### src/rtl/mdu_sequencer_pkg.sv
// Shared MIPS definitions: ALU operation codes and the multiply/divide opcode enum.
package mips_pkg;

  localparam logic [3:0] ALU_AND = 4'b0000;
  localparam logic [3:0] ALU_OR  = 4'b0001;
  localparam logic [3:0] ALU_ADD = 4'b0010;
  localparam logic [3:0] ALU_SUB = 4'b0110;
  localparam logic [3:0] ALU_SLT = 4'b0111;
  localparam logic [3:0] ALU_NOR = 4'b1100;

  typedef enum logic [1:0] {
    MULT  = 2'b00,
    MULTU = 2'b01,
    DIV   = 2'b10,
    DIVU  = 2'b11
  } mdu_op_t;

endpackage

### src/rtl/mdu_sequencer_if.sv
// Request/result bundle between the EX stage and the multiply/divide sequencer.
interface mdu_sequencer_if #(parameter int WIDTH = 32);

  logic             start;
  logic [1:0]       op;
  logic [WIDTH-1:0] rs_val;
  logic [WIDTH-1:0] rt_val;
  logic             busy;
  logic             done;
  logic             div_zero;
  logic [WIDTH-1:0] hi;
  logic [WIDTH-1:0] lo;

  modport master (output start, op, rs_val, rt_val,
                  input  busy, done, div_zero, hi, lo);

  modport slave  (input  start, op, rs_val, rt_val,
                  output busy, done, div_zero, hi, lo);

endinterface

### src/rtl/mdu_sequencer.sv
// Multi-cycle MULT/MULTU/DIV/DIVU sequencer; all arithmetic goes through the shared external ALU,
// signed operands are reduced to magnitudes first and the signs are reapplied at the end.
module mdu_sequencer
  import mips_pkg::*;
#(
  parameter int WIDTH = 32,
  parameter int CNT_W = $clog2(WIDTH)
) (
  input  logic             clk,
  input  logic             rst_n,
  mdu_sequencer_if.slave   mdu,
  output logic [3:0]       alu_opCode,
  output logic [WIDTH-1:0] alu_A,
  output logic [WIDTH-1:0] alu_B,
  input  logic [WIDTH-1:0] alu_Out,
  input  logic             alu_zero
);

  typedef enum logic [2:0] {
    IDLE, NEG_A, NEG_B, ITER, FIX_LO, FIX_HI, DONE
  } mdu_state_t;

  mdu_state_t       state, state_nx;
  mdu_op_t          op_q, op_nx;
  logic [WIDTH-1:0] a_q, a_nx, b_q, b_nx;
  logic [WIDTH-1:0] hi_q, hi_nx, lo_q, lo_nx;
  logic [WIDTH-1:0] hi_eff, lo_eff, rem_sh;
  logic [CNT_W-1:0] cnt;
  logic             s_a, s_b, lo_zero, div_zero_q, dz_nx;
  logic             is_mul, is_signed, neg, cnt_last, carry, take;

  assign is_mul    = (op_q == MULT) || (op_q == MULTU);
  assign is_signed = (op_q == MULT) || (op_q == DIV);
  assign neg       = s_a ^ s_b;
  assign cnt_last  = (cnt == CNT_W'(WIDTH - 1));

  // The first iteration sees the preload (hi=0, lo=multiplier or dividend) so hi/lo keep the
  // previous result until the new computation actually starts overwriting them.
  assign hi_eff = (cnt == '0) ? '0 : hi_q;
  assign lo_eff = (cnt == '0) ? (is_mul ? b_q : a_q) : lo_q;

  always_ff @(posedge clk or negedge rst_n) begin
    if (!rst_n) state <= IDLE;
    else        state <= state_nx;
  end

  always_comb begin
    state_nx   = state;
    op_nx      = op_q;
    a_nx       = a_q;
    b_nx       = b_q;
    hi_nx      = hi_q;
    lo_nx      = lo_q;
    dz_nx      = div_zero_q;
    alu_opCode = ALU_ADD;
    alu_A      = '0;
    alu_B      = '0;
    carry      = 1'b0;
    take       = 1'b0;
    rem_sh     = '0;
    case (state)
      IDLE: begin
        if (mdu.start) begin
          op_nx    = mdu_op_t'(mdu.op);
          a_nx     = mdu.rs_val;
          b_nx     = mdu.rt_val;
          dz_nx    = mdu.op[1] && (mdu.rt_val == '0);
          state_nx = mdu.op[0] ? ITER : NEG_A;
        end
      end
      NEG_A: begin
        alu_opCode = ALU_SUB;
        alu_B      = a_q;
        if (a_q[WIDTH-1]) a_nx = alu_Out;
        state_nx   = NEG_B;
      end
      NEG_B: begin
        alu_opCode = ALU_SUB;
        alu_B      = b_q;
        if (b_q[WIDTH-1]) b_nx = alu_Out;
        state_nx   = ITER;
      end
      ITER: begin
        if (is_mul) begin
          alu_opCode = ALU_ADD;
          alu_A      = hi_eff;
          alu_B      = lo_eff[0] ? a_q : '0;
          carry      = (alu_Out < hi_eff);
          hi_nx      = {carry, alu_Out[WIDTH-1:1]};
          lo_nx      = {alu_Out[0], lo_eff[WIDTH-1:1]};
        end else begin
          // Restoring step: the bit shifted out of hi guarantees the subtract fits.
          rem_sh     = {hi_eff[WIDTH-2:0], lo_eff[WIDTH-1]};
          alu_opCode = ALU_SUB;
          alu_A      = rem_sh;
          alu_B      = b_q;
          take       = hi_eff[WIDTH-1] | (rem_sh >= b_q);
          hi_nx      = take ? alu_Out : rem_sh;
          lo_nx      = {lo_eff[WIDTH-2:0], take};
        end
        if (cnt_last) state_nx = is_signed ? FIX_LO : DONE;
      end
      FIX_LO: begin
        alu_opCode = ALU_SUB;
        alu_B      = lo_q;
        if (neg) lo_nx = alu_Out;
        state_nx   = FIX_HI;
      end
      FIX_HI: begin
        // A 64-bit negate only borrows into hi when lo was zero; otherwise hi is just inverted.
        if (is_mul && neg && !lo_zero) begin
          alu_opCode = ALU_NOR;
          alu_A      = hi_q;
          alu_B      = hi_q;
        end else begin
          alu_opCode = ALU_SUB;
          alu_B      = hi_q;
        end
        if (is_mul ? neg : s_a) hi_nx = alu_Out;
        state_nx = DONE;
      end
      DONE:    state_nx = IDLE;
      default: state_nx = IDLE;
    endcase
  end

  always_ff @(posedge clk or negedge rst_n) begin
    if (!rst_n) begin
      op_q       <= MULT;
      a_q        <= '0;
      b_q        <= '0;
      hi_q       <= '0;
      lo_q       <= '0;
      div_zero_q <= 1'b0;
      s_a        <= 1'b0;
      s_b        <= 1'b0;
      lo_zero    <= 1'b0;
      cnt        <= '0;
    end else begin
      op_q       <= op_nx;
      a_q        <= a_nx;
      b_q        <= b_nx;
      hi_q       <= hi_nx;
      lo_q       <= lo_nx;
      div_zero_q <= dz_nx;
      if (state == NEG_A)  s_a     <= a_q[WIDTH-1];
      if (state == NEG_B)  s_b     <= b_q[WIDTH-1];
      if (state == FIX_LO) lo_zero <= alu_zero;
      cnt <= (state == ITER) ? cnt + CNT_W'(1) : '0;
    end
  end

  assign mdu.busy     = (state != IDLE);
  assign mdu.done     = (state == DONE);
  assign mdu.div_zero = div_zero_q;
  assign mdu.hi       = hi_q;
  assign mdu.lo       = lo_q;

endmodule

### src/flat_wrapper.sv
// flat-port wrapper written by rule: the top's interface ports become plain ports
module mdu_sequencer_flat import mips_pkg::*;
#(
  parameter int WIDTH = 32,
  parameter int CNT_W = $clog2(WIDTH)
)
  (clk, rst_n, alu_opCode, alu_A, alu_B, alu_Out, alu_zero, mdu_start, mdu_op, mdu_rs_val, mdu_rt_val, mdu_busy, mdu_done, mdu_div_zero, mdu_hi, mdu_lo);
  mdu_sequencer_if #(.WIDTH(WIDTH)) mdu_i ();
  input  logic clk;
  input  logic rst_n;
  output logic [3:0] alu_opCode;
  output logic [WIDTH-1:0] alu_A;
  output logic [WIDTH-1:0] alu_B;
  input  logic [WIDTH-1:0] alu_Out;
  input  logic alu_zero;
  input wire logic [$bits(mdu_i.start)-1:0] mdu_start;
  input wire logic [$bits(mdu_i.op)-1:0] mdu_op;
  input wire logic [$bits(mdu_i.rs_val)-1:0] mdu_rs_val;
  input wire logic [$bits(mdu_i.rt_val)-1:0] mdu_rt_val;
  output wire logic [$bits(mdu_i.busy)-1:0] mdu_busy;
  output wire logic [$bits(mdu_i.done)-1:0] mdu_done;
  output wire logic [$bits(mdu_i.div_zero)-1:0] mdu_div_zero;
  output wire logic [$bits(mdu_i.hi)-1:0] mdu_hi;
  output wire logic [$bits(mdu_i.lo)-1:0] mdu_lo;
  assign mdu_i.start = mdu_start;
  assign mdu_i.op = mdu_op;
  assign mdu_i.rs_val = mdu_rs_val;
  assign mdu_i.rt_val = mdu_rt_val;
  assign mdu_busy = mdu_i.busy;
  assign mdu_done = mdu_i.done;
  assign mdu_div_zero = mdu_i.div_zero;
  assign mdu_hi = mdu_i.hi;
  assign mdu_lo = mdu_i.lo;
  mdu_sequencer #(.WIDTH(WIDTH), .CNT_W(CNT_W)) u_core (.clk(clk), .rst_n(rst_n), .mdu(mdu_i), .alu_opCode(alu_opCode), .alu_A(alu_A), .alu_B(alu_B), .alu_Out(alu_Out), .alu_zero(alu_zero));
endmodule
### config.mk
export PLATFORM = sky130hd
export DESIGN_NAME = mdu_sequencer_flat
export DESIGN_NICKNAME = d
export VERILOG_FILES = /design/src/rtl/mdu_sequencer_pkg.sv /design/src/rtl/mdu_sequencer_if.sv /design/src/rtl/mdu_sequencer.sv /design/src/flat_wrapper.sv
export SDC_FILE = /design/constraint.sdc
export NUM_CORES = 1
export LEC_CHECK = 0
export BUFFER_PORTS_ARGS = -buffer_cell sky130_fd_sc_hd__buf_2
export CORE_MARGIN = 5
export CORE_UTILIZATION = 35
export CTS_CLUSTER_DIAMETER = 200
export CTS_CLUSTER_SIZE = 16
export DETAILED_ROUTE_END_ITERATION = 12
export GPL_TIMING_DRIVEN = 0
export SLEW_MARGIN = 20
export SYNTH_ARGS = -nofsm -noshare
export SYNTH_HDL_FRONTEND = slang
export SYNTH_SLANG_ARGS = --single-unit
### constraint.sdc
create_clock -name clk -period 5.85 [get_ports clk]
set_clock_uncertainty 0.15 [all_clocks]
set_input_delay 0.2925 -clock clk [delete_from_list [all_inputs] [get_ports clk]]
set_output_delay 0.2925 -clock clk [all_outputs]
set_load 0.005 [all_outputs]
After elaboration in Yosys (flattened, before gate mapping)
Index checks and enable logic that the tools add are counted.
{"block": "totals", "out_inout_bits": 135, "n_memories": 0, "inputBits": 102, "latchBits": 0, "ram_bits": 0, "wordCells": 89, "reg_bits": 142, "mem_bits_ro": 0}
{"block": "op_classes", "shifts": 0, "n_addsub": 1, "mul": 0, "n_reduce_logical": 24, "eq_ne": 15, "n_bitwise": 2, "n_div": 0, "magnitude_cmp": 2, "n_mux": 32}
{"cell": "32-bit two-way mux", "count": 16}
{"cell": "32-bit one-hot mux with 2 select lines", "count": 5}
{"cell": "32-bit one-hot mux with 5 select lines", "count": 1}
{"cell": "32-bit >= comparator", "count": 1}
{"cell": "32-bit zero test", "count": 1}
{"cell": "32-bit less-than comparator", "count": 1}
{"cell": "3-bit one-hot mux with 6 select lines", "count": 1}
{"cell": "4-bit one-hot mux with 3 select lines", "count": 1}
{"cell": "2-bit AND reduction", "count": 6}
{"cell": "2-bit by 1-bit != test with 1-bit output (second input constant)", "count": 5}
{"cell": "3-bit equality test (second input constant)", "count": 3}
{"cell": "3-bit two-way mux", "count": 3}
{"cell": "2-bit nonzero test", "count": 4}
{"cell": "3-bit by 2-bit equality test with 1-bit output (second input constant)", "count": 2}
{"cell": "3-bit AND reduction", "count": 2}
{"cell": "5-bit by 1-bit adder with 5-bit output (second input constant)", "count": 1}
{"cell": "5-bit equality test (second input constant)", "count": 1}
{"cell": "5-bit zero test", "count": 1}
{"cell": "5-bit two-way mux", "count": 1}
{"cell": "2-bit two-way mux", "count": 2}
{"cell": "4-bit two-way mux", "count": 1}
{"cell": "3-bit by 1-bit equality test with 1-bit output (second input constant)", "count": 1}
{"cell": "1-bit logical AND", "count": 3}
{"cell": "3-bit zero test", "count": 1}
{"cell": "11 further kinds", "count": 12}

Longest topological paths before layout
Gate-level depths: netlist of run 1.
{"block": "depth", "depth_word": 9, "depth_mapped": 20, "ltp_nobuf": 13}

Worst setup path after synthesis of run 1
Ideal clock, no wire load.
{"block": "synth_timing", "path_type": "reg-to-reg", "startpoint": "register u_core.cnt[0]", "endpoint": "register u_core.hi_q[1], in the netlist u_core.mdu.hi[1]", "stages_incl_launch_ff": 19, "arrival_time_ps": 3846, "slack_ps": 1727, "path_buffers": 6, "setup_time_ps": 126, "period_less_slack_ps": 4123, "required_time_ps": 5574, "cell_sequence": "dfrtp_1 inv_1 ha_1 or4b_4 clkbuf_1 clkbuf_1 buf_2 buf_1 nand2_1 inv_1 ha_1 nand4_1 a2111oi_4 a221oi_2 a211o_1 buf_4 and2_4 buf_6 a311o_1"}
{"block": "synth_via", "elab_chain_len": 7, "elab_cells_between_ends": 8, "cone_classes": "order compare (1); mux (5); bitwise (1); reduce/logical (1)"}
{"element": "start: declaration", "line": "mdu_sequencer.sv:28", "rtl": "logic [CNT_W-1:0] cnt;"}
{"element": "start signal: assignment", "line": "mdu_sequencer.sv:149", "rtl": "cnt <= (state == ITER) ? cnt + CNT_W'(1) : '0;"}
{"element": "5-bit zero test (*)", "line": "mdu_sequencer.sv:39, mdu_sequencer.sv:40"}
{"element": "32-bit two-way mux (on tied branches)", "line": "mdu_sequencer.sv:40, mdu_sequencer.sv:39"}
{"element": "32-bit >= comparator", "line": "mdu_sequencer.sv:97", "rtl": "take = hi_eff[WIDTH-1] | (rem_sh >= b_q);"}
{"element": "1-bit bitwise OR", "line": "mdu_sequencer.sv:97"}
{"element": "32-bit two-way mux (*)", "line": "mdu_sequencer.sv:98", "rtl": "hi_nx = take ? alu_Out : rem_sh;"}
{"element": "32-bit two-way mux (*)", "line": "mdu_sequencer.sv:84", "rtl": "if (is_mul) begin"}
{"element": "32-bit one-hot mux with 2 select lines (*)", "line": "mdu_sequencer.sv:61", "rtl": "case (state)"}
{"element": "end signal: assignment", "line": "mdu_sequencer.sv:143", "rtl": "hi_q <= hi_nx;"}
{"element": "end: declaration", "line": "mdu_sequencer.sv:26", "rtl": "logic [WIDTH-1:0] hi_q, hi_nx, lo_q, lo_nx;"}
Every way passes the cells marked *; elsewhere a longest branch is shown, timed or not.
A chain may end at the register's enable or synchronous reset.

Worst setup path after layout of run 1
{"block": "layout_timing", "startpoint": "register u_core.cnt[0]", "endpoint": "register u_core.hi_q[8], in the netlist u_core.mdu.hi[8]"}
The elaborated chain is that of the path after synthesis.

==> flow_summary_export.csv, run 1 <==
group,metric,value,unit
synthesis,synth_nets,1429,
drt,antenna_left,0,
floorplan,num_rows,64,
clock_network,cts.htree.levels,4,
critical_path,worst_r2r_startpoint,"u_core.cnt[0]$_DFF_PN0_",
power_and_ir_drop,vdd_drop_max,0.000226,V
global_route,grt_max_degree,78,
critical_path,critical_path_required,6050,ps
sta,setup_ws,485,ps
run_status,run_status,"finished clean",
clock_network,insertion_delay,430,ps
synthesis,synth_top_family_by_area,"compound AO/OA/AOI/OAI gates",
synthesis,synth_compound_gate_area_share,0.270,
critical_path,timing_worst_setup_path_type,"register to register",
final_layout,post-route-cell-area,13600,um^2
sta,report.final.hold_viol_count,0,
synthesis,synth-xor-area-share,0.00328,
global_route,grt.total_usage,0.294,
critical_path,timing.critical_path.to_type,"register",
critical_path,worst_path_largest_cell_delay,570,ps
synthesis,netlist_top_cells_area,"sky130_fd_sc_hd__dfrtp_1 33%, sky130_fd_sc_hd__nand2_1 9.0%, sky130_fd_sc_hd__ha_1 7.7%",
synthesis,synth_fa_ha_area_frac,0.0773,
global_route,grt_first_pass_wirelength,76.3,mm
clock_network,clkSlewWorstSetupHoldPaths,60,ps
floorplan,total_die_area,34100,um^2
sta,maxClockFrequency,0.186,GHz
critical_path,worst-endpoint-arrival,5570,ps
critical_path,worst_path_dominant_cell_family,"buffers and inverters",
placed_design,pre_cts_slack,-123,ps
clock_network,cts_num_sinks,142,
synthesis,yosys_warnings,0,
synthesis,synth-seq-area-share,0.333,
sta,fin_crit_sh,0.917,
sta,setup_viol_count_final,0,
power_and_ir_drop,power.internal,3.33,mW
min_path,worst_hold_startpoint,"mdu_rt_val[24]",
global_route,first_global_vias,12000,
floorplan,core_box_area,30300,um^2
power_and_ir_drop,power_density,462,nW/um^2
clock_network,clock_tree.buffer_depth,2,
floorplan,initial_utilization,0.352,
critical_path,startpoint_class,"register",
drt,totalWireLength,51.2,mm
power_and_ir_drop,p_sw,2.94,mW
sta,finalCriticalPeriod,5360,ps
placed_design,numPortBuffers,235,
final_layout,drive_gt1_frac,0.215,
synthesis,synthSimpleGateAreaFrac,0.193,
critical_path,path_max_fanout,19,
sta,slew_viol_final,0,
synthesis,synth_area,10700,um^2
final_layout,synthToLayoutAreaGrowth,27.0,%
drt,drt-wirelength-per-cell,25.8,um
final_layout,antenna_cells_inserted,0,
sta,holdWs,15.8,ps
power_and_ir_drop,power.combinational.fraction,0.530,
clock_network,cts_made_buffers,17,
synthesis,synth.largest_area_cell,"sky130_fd_sc_hd__dfrtp_1",
critical_path,rrSetupSlack,490,ps
placed_design,dpl.hpwl,37.8,mm
drt,detailedRoute.firstPassIterationCount,10,
synthesis,muxShareOfSynthArea,0.0558,
synthesis,asyncSetResetFlopFracSynth,1.00,
critical_path,crit_slowest_cell,"sky130_fd_sc_hd__buf_1",
drt,viasPerCell,6.16,
clock_network,clock_tree_from_tritoncts,"built",
floorplan,die_width,185,um
flow_run,cap_viol_max_count,0,
power_and_ir_drop,power.clock.fraction,0.174,
global_route,initial_antenna_violation_count,0,
placed_design,gp_routability_congestion,0.954,
sta,fin_setup_tns,0,ps
synthesis,post_synth_most_frequent_cells,"256 x sky130_fd_sc_hd__nand2_1, 142 x sky130_fd_sc_hd__dfrtp_1, 86 x sky130_fd_sc_hd__clkbuf_1, 81 x sky130_fd_sc_hd__a21oi_1, 66 x sky130_fd_sc_hd__ha_1",
synthesis,synth.ff_latch_count,142,
synthesis,synth.most_common_cell,"sky130_fd_sc_hd__nand2_1",
critical_path,timing.rr.end,"u_core.mdu.hi[8]$_DFFE_PN0P_",
power_and_ir_drop,share_seq_of_total_power,0.296,
power_and_ir_drop,sw_frac_of_total,0.469,
synthesis,synth.avg_cell_area,8.47,um^2
synthesis,dominantRegCellSynth,"sky130_fd_sc_hd__dfrtp_1",
sta,max_slew_margin,0.226,
clock_network,clock-root-buffer,"sky130_fd_sc_hd__clkbuf_16",
synthesis,number_of_enable_type_register_cells_in_the_synthesized_netlist,0,
min_path,holdPathStages,2,
final_layout,finalNetCount,1744,
drt,detailroute.via_count,12200,
min_path,hold_path_class,"input port to register",
floorplan,die_y,185,um
min_path,hold-path-endpoint,"u_core.b_q[24]$_DFFE_PN0P_",
final_layout,postLayoutCoreUtil,0.447,
global_route,grt.overflow.total,0,
sta,rsz0062_at_grt,"false",
placed_design,post_dp_cell_area,12400,um^2
synthesis,post_synth_inst_count,1261,
synthesis,area_share_of_the_largest_cell_type_after_synthesis,0.333,
floorplan,floorplan.io_pins,237,
drt,first_iter_violations,1680,
sta,tightest_slew,1150,ps
drt,drc,0,
synthesis,synth_cell_types,64,
power_and_ir_drop,total_leakage_power,6.46,nW
critical_path,crit_chain,"inv_1, ha_1, or4b_4, clkbuf_2, buf_2, buf_1, nand2_1, inv_1, ha_1, a21o_1, a21o_1, a211oi_1, o221a_2, buf_2, clkbuf_1, nand4_1, o211ai_2",
critical_path,worstRegToRegCells,17,
critical_path,cp.buffers_inverters,7,
placed cells by master (no fill, tap or decap), types with 17 or more instances in the layout:
cell                              n
sky130_fd_sc_hd__a21oi_1         80
sky130_fd_sc_hd__a21o_1          20
sky130_fd_sc_hd__dfrtp_1        142
sky130_fd_sc_hd__nand2_1        256
sky130_fd_sc_hd__buf_2          246
sky130_fd_sc_hd__nand4_1         40
sky130_fd_sc_hd__o211ai_2        30
sky130_fd_sc_hd__a222oi_1        32
sky130_fd_sc_hd__and3_1          34
sky130_fd_sc_hd__a221oi_1        33
sky130_fd_sc_hd__ha_1            66
sky130_fd_sc_hd__a22oi_1         35
sky130_fd_sc_hd__a211oi_1        21
sky130_fd_sc_hd__o21ai_0         62
sky130_fd_sc_hd__a221o_1         30
sky130_fd_sc_hd__dlygate4sd3_1   61
sky130_fd_sc_hd__mux2i_1         22
sky130_fd_sc_hd__nor3_1          32
sky130_fd_sc_hd__clkbuf_16       17
sky130_fd_sc_hd__inv_1           64
sky130_fd_sc_hd__nor2_1          31
sky130_fd_sc_hd__clkbuf_1        87
routing by layer:
metal  vias up  routed length, um  global-route usage
li1       5337                  -                   -
met1      5970              21000               0.401
met2       810              23100               0.464
met3        98               5640              0.0709
met4         0               1490              0.0869
met5         -                  0                   0
stage by stage:
step,power [mW],cells
after floorplan,3.66,1261
after CTS,6.18,1983
after global routing,6.66,1983
after global placement,5.01,1892
after detailed placement,5.07,1893
final,6.26,1983
how the worst max path moves through the flow:
stage / slack (ps) / to / start / cells past startpoint
2_1_floorplan: 1730 / u_core.mdu.hi[1]$_DFFE_PN0P_ / u_core.cnt[0]$_DFF_PN0_ / 18
3_3_place_gp: -80 / u_core.mdu.hi[8]$_DFFE_PN0P_ / u_core.cnt[0]$_DFF_PN0_ / 18
3_5_place_dp: -120 / u_core.mdu.hi[8]$_DFFE_PN0P_ / u_core.cnt[0]$_DFF_PN0_ / 18
4_1_cts: 130 / u_core.mdu.hi[8]$_DFFE_PN0P_ / u_core.cnt[0]$_DFF_PN0_ / 18
5_1_grt: 250 / u_core.mdu.hi[4]$_DFFE_PN0P_ / u_core.cnt[0]$_DFF_PN0_ / 17
6_report: 490 / u_core.mdu.hi[8]$_DFFE_PN0P_ / u_core.cnt[0]$_DFF_PN0_ / 17
layout make-up:
class | count | area, um^2
Tap cell | 396 | 495
Clock buffer | 24 | 492
Buffer | 110 | 478
Sequential cell | 142 | 3550
Inverter | 66 | 248
Clock inverter | 6 | 60.1
Timing Repair Buffer | 297 | 1820
Fill cell | 3021 | 16800
Multi-Input combinational cell | 942 | 6410
what timing repair did:
action | CTS | global route
gates resized for setup | 1 | 0
hold buffers | 60 | 1
setup buffers | 0 | 0
setup endpoints to repair | 30 | 30
hold endpoints to repair | 124 | 1
flip-flops by register name (all words and copies together), names as in the netlist, 2 cells and up:
signal and flops:
u_core.cnt 5, u_core.mdu.hi 32, u_core.state 3, u_core.a_q 32
u_core.b_q 32, u_core.mdu.lo 32, u_core.op_q 2
logic make-up (layout without fill, tap and decap cells):
kind of cell    after synthesis  count (layout)
simple gates                447             447
xor+xnor                      4               4
other cells                   1               1
mux                          40              40
flops                       142             142
compound gates              384             384
fa+ha+maj                    66              66
buf+inv                     177             503
power by group through the flow:
stage	registers, mW	clock network [mW]	logic [mW]
2_1_floorplan	1.67	0	1.99
3_3_place_gp	1.83	0	3.18
3_5_place_dp	1.84	0	3.23
4_1_cts	1.82	1.08	3.28
5_1_grt	1.88	1.12	3.66
6_report	1.86	1.09	3.32
Power figures use the tool's default switching activity.
==> inputs of run 2 (changes only) <==
--- a/config.mk
+++ b/config.mk
@@ -8,2 +8,3 @@
 export BUFFER_PORTS_ARGS = -buffer_cell sky130_fd_sc_hd__buf_2
+export CORE_ASPECT_RATIO = 1.1
 export CORE_MARGIN = 5
==> constraint.sdc (replaced) <==
create_clock -name clk -period 5.85 [get_ports clk]
set_clock_uncertainty 0.15 [all_clocks]
set_input_delay 1.4625 -clock clk [delete_from_list [all_inputs] [get_ports clk]]
set_output_delay 1.4625 -clock clk [all_outputs]
set_load 0.005 [all_outputs]
==> run 2 against run 1 <==
Design area shrank 4.2%. Global-route usage shrank 0.31 points. Final cell count shrank 2.2%. Sequential power is essentially flat. Largest cell class unchanged. Core utilization shrank 1.8 points.
==> flow_summary_export.csv, run 2 (synthesized netlist as in run 1, its figures left out) <==
group,metric,value,unit
run_status,run_status,"finished clean",
power_and_ir_drop,power.clock.fraction,0.176,
critical_path,worst_path_largest_cell_delay,740,ps
critical_path,timing.critical_path.to_type,"output port",
sta,finalCriticalPeriod,5510,ps
power_and_ir_drop,power.internal,3.31,mW
final_layout,fillers,3164,
critical_path,crit_path_frequent_cell,"sky130_fd_sc_hd__nand2_1",
clock_network,cts_setup_buffers,0,
sta,slew_viol_final,0,
final_layout,multi_input_comb_area,6410,um^2
drt,drc,0,
floorplan,die_y,193,um
drt,drt-wirelength-per-cell,26.2,um
power_and_ir_drop,p_sw,2.93,mW
critical_path,cp.buffers_inverters,5,
sta,maxClockFrequency,0.181,GHz
critical_path,crit_slowest_cell,"sky130_fd_sc_hd__clkbuf_1",
critical_path,timing.rr.end,"u_core.mdu.hi[0]$_DFFE_PN0P_",
drt,totalWireLength,50.7,mm
clock_network,clock_tree.buffer_depth,2,
drt,viasPerCell,6.14,
critical_path,worst-endpoint-arrival,3900,ps
sta,fin_crit_sh,0.942,
min_path,hold_path_class,"register to register",
critical_path,startpoint_class,"register",
final_layout,mostFrequentLayoutCell,"sky130_fd_sc_hd__nand2_1",
critical_path,crit_path_end,"alu_A[14]",
floorplan,floorplan.io_pins,237,
flow_run,cap_viol_max_count,0,
clock_network,cts.htree.levels,4,
sta,tightest_slew,978,ps
power_and_ir_drop,power.combinational.fraction,0.525,
power_and_ir_drop,share_seq_of_total_power,0.300,
critical_path,rrSetupSlack,440,ps
floorplan,core_box_area,30300,um^2
sta,holdWs,354,ps
critical_path,critical_path_required,4240,ps
sta,setup_viol_count_final,0,
drt,detailroute.via_count,11900,
final_layout,synthToLayoutAreaGrowth,21.6,%
drt,antenna_left,0,
placed_design,pre_cts_slack,-286,ps
floorplan,die_width,177,um
final_layout,antenna_cells_inserted,0,
global_route,grt_first_pass_wirelength,76.0,mm
critical_path,worst_setup_path_startpoint,"u_core.cnt[0]$_DFF_PN0_",
critical_path,worst_r2r_startpoint,"u_core.cnt[0]$_DFF_PN0_",
floorplan,num_rows,67,
critical_path,timing.critical_path.depth,11,
power_and_ir_drop,sw_frac_of_total,0.470,
final_layout,drive_gt1_frac,0.224,
critical_path,worstRegToRegCells,17,
floorplan,initial_utilization,0.353,
sta,setup_ws,338,ps
power_and_ir_drop,total_leakage_power,6.20,nW
critical_path,path_max_fanout,19,
sta,rsz0062_at_grt,"false",
placed_design,gp_routability_congestion,0.956,
global_route,initial_antenna_violation_count,0,
final_layout,most-common-layout-cells,"256 x sky130_fd_sc_hd__nand2_1, 246 x sky130_fd_sc_hd__buf_2, 142 x sky130_fd_sc_hd__dfrtp_1, 86 x sky130_fd_sc_hd__clkbuf_1, 80 x sky130_fd_sc_hd__a21oi_1",
clock_network,clock-root-buffer,"sky130_fd_sc_hd__clkbuf_16",
clock_network,holdBufCountCts,0,
clock_network,cts_made_buffers,17,
drt,detailedRoute.firstPassIterationCount,8,
global_route,grt.overflow.total,0,
final_layout,regArea,3550,um^2
global_route,grt.total_usage,0.291,
placed_design,numPortBuffers,235,
clock_network,insertion_delay,430,ps
critical_path,timing_worst_setup_path_type,"register to output port",
power_and_ir_drop,vdd_drop_max,0.000248,V
critical_path,crit_chain,"inv_1, ha_1, or4b_4, clkbuf_2, clkbuf_1, nand2_1, nand2_1, clkbuf_1, nand2_1, o21ai_0, buf_2",
clock_network,cts_num_sinks,142,
critical_path,worst_path_dominant_cell_family,"buffers and inverters",
sta,report.final.hold_viol_count,0,
global_route,grt_max_degree,73,
clock_network,clock_tree_from_tritoncts,"built",
floorplan,total_die_area,34100,um^2
power_and_ir_drop,power_density,480,nW/um^2
clock_network,post_cts.resized_instances,1,
power_and_ir_drop,power,6.24,mW
global_route,first_global_vias,12000,
sta,max_slew_margin,0.343,
final_layout,finalNetCount,1683,
clock_network,clkSlewWorstSetupHoldPaths,60,ps
drt,first_iter_violations,1860,
placed_design,dpl.hpwl,37.8,mm
==> run 2: cell count changes in the layout (fill, tap and decap cells not counted), sizes merged <==
cell         previous run  this run
dlygate4sd3            61         0
clkinv                  4         5
clkbuf                109       105
clkinvlp                2         4
bufinv                  1         2
==> run 2: metal layers <==
metal	vias to the layer above	track usage	share of wire	routed length, um
li1	5224	-	-	-
met1	5766	0.385	0.40	20300
met2	776	0.438	0.45	22600
met3	153	0.0734	0.10	5120
met4	0	0.149	0.054	2720
met5	-	0	0	0
==> run 2: worst min path at each step <==
| stage | start | endpoint | slack (ps) | cells past startpoint |
|---|---|---|---|---|
| floorplan | u_core.cnt[0]$_DFF_PN0_ | u_core.cnt[0]$_DFF_PN0_ | 300 | 1 |
| global placement | u_core.cnt[0]$_DFF_PN0_ | u_core.cnt[0]$_DFF_PN0_ | 330 | 1 |
| detailed placement | u_core.a_q[17]$_DFFE_PN0P_ | u_core.a_q[17]$_DFFE_PN0P_ | 340 | 2 |
| CTS | u_core.cnt[0]$_DFF_PN0_ | u_core.cnt[0]$_DFF_PN0_ | 350 | 1 |
| global route | u_core.cnt[0]$_DFF_PN0_ | u_core.cnt[0]$_DFF_PN0_ | 370 | 1 |
| finish | u_core.cnt[0]$_DFF_PN0_ | u_core.cnt[0]$_DFF_PN0_ | 350 | 1 |
==> run 2: cell type report <==
cell class | count | share of cell area
well taps | 414 | 0.0399
clock buffers | 20 | 0.0344
plain buffers | 110 | 0.0368
repair buffers | 236 | 0.0935
inverters | 66 | 0.0191
flip-flops and latches | 142 | 0.274
multi-input cells | 942 | 0.494
clock inverters | 10 | 0.00906
==> run 2: power by group through the flow <==
stage / logic, mW / registers, mW / clock network, mW
finish: 3.27 / 1.87 / 1.10
global route: 3.60 / 1.91 / 1.14
CTS: 3.23 / 1.84 / 1.10
detailed placement: 3.22 / 1.85 / 0
global placement: 3.17 / 1.84 / 0
floorplan: 1.99 / 1.67 / 0
==> run 2: stage by stage <==
step                       util  TNS (ps)  instance area (um^2)  instances
after floorplan               -         0                 10700       1261
after global placement    0.409     -4450                 12400       1910
after detailed placement  0.410     -6730                 12400       1911
after CTS                 0.429         0                 13000       1940
after global routing      0.429         0                 13000       1940
final                     0.429         0                 13000       1940
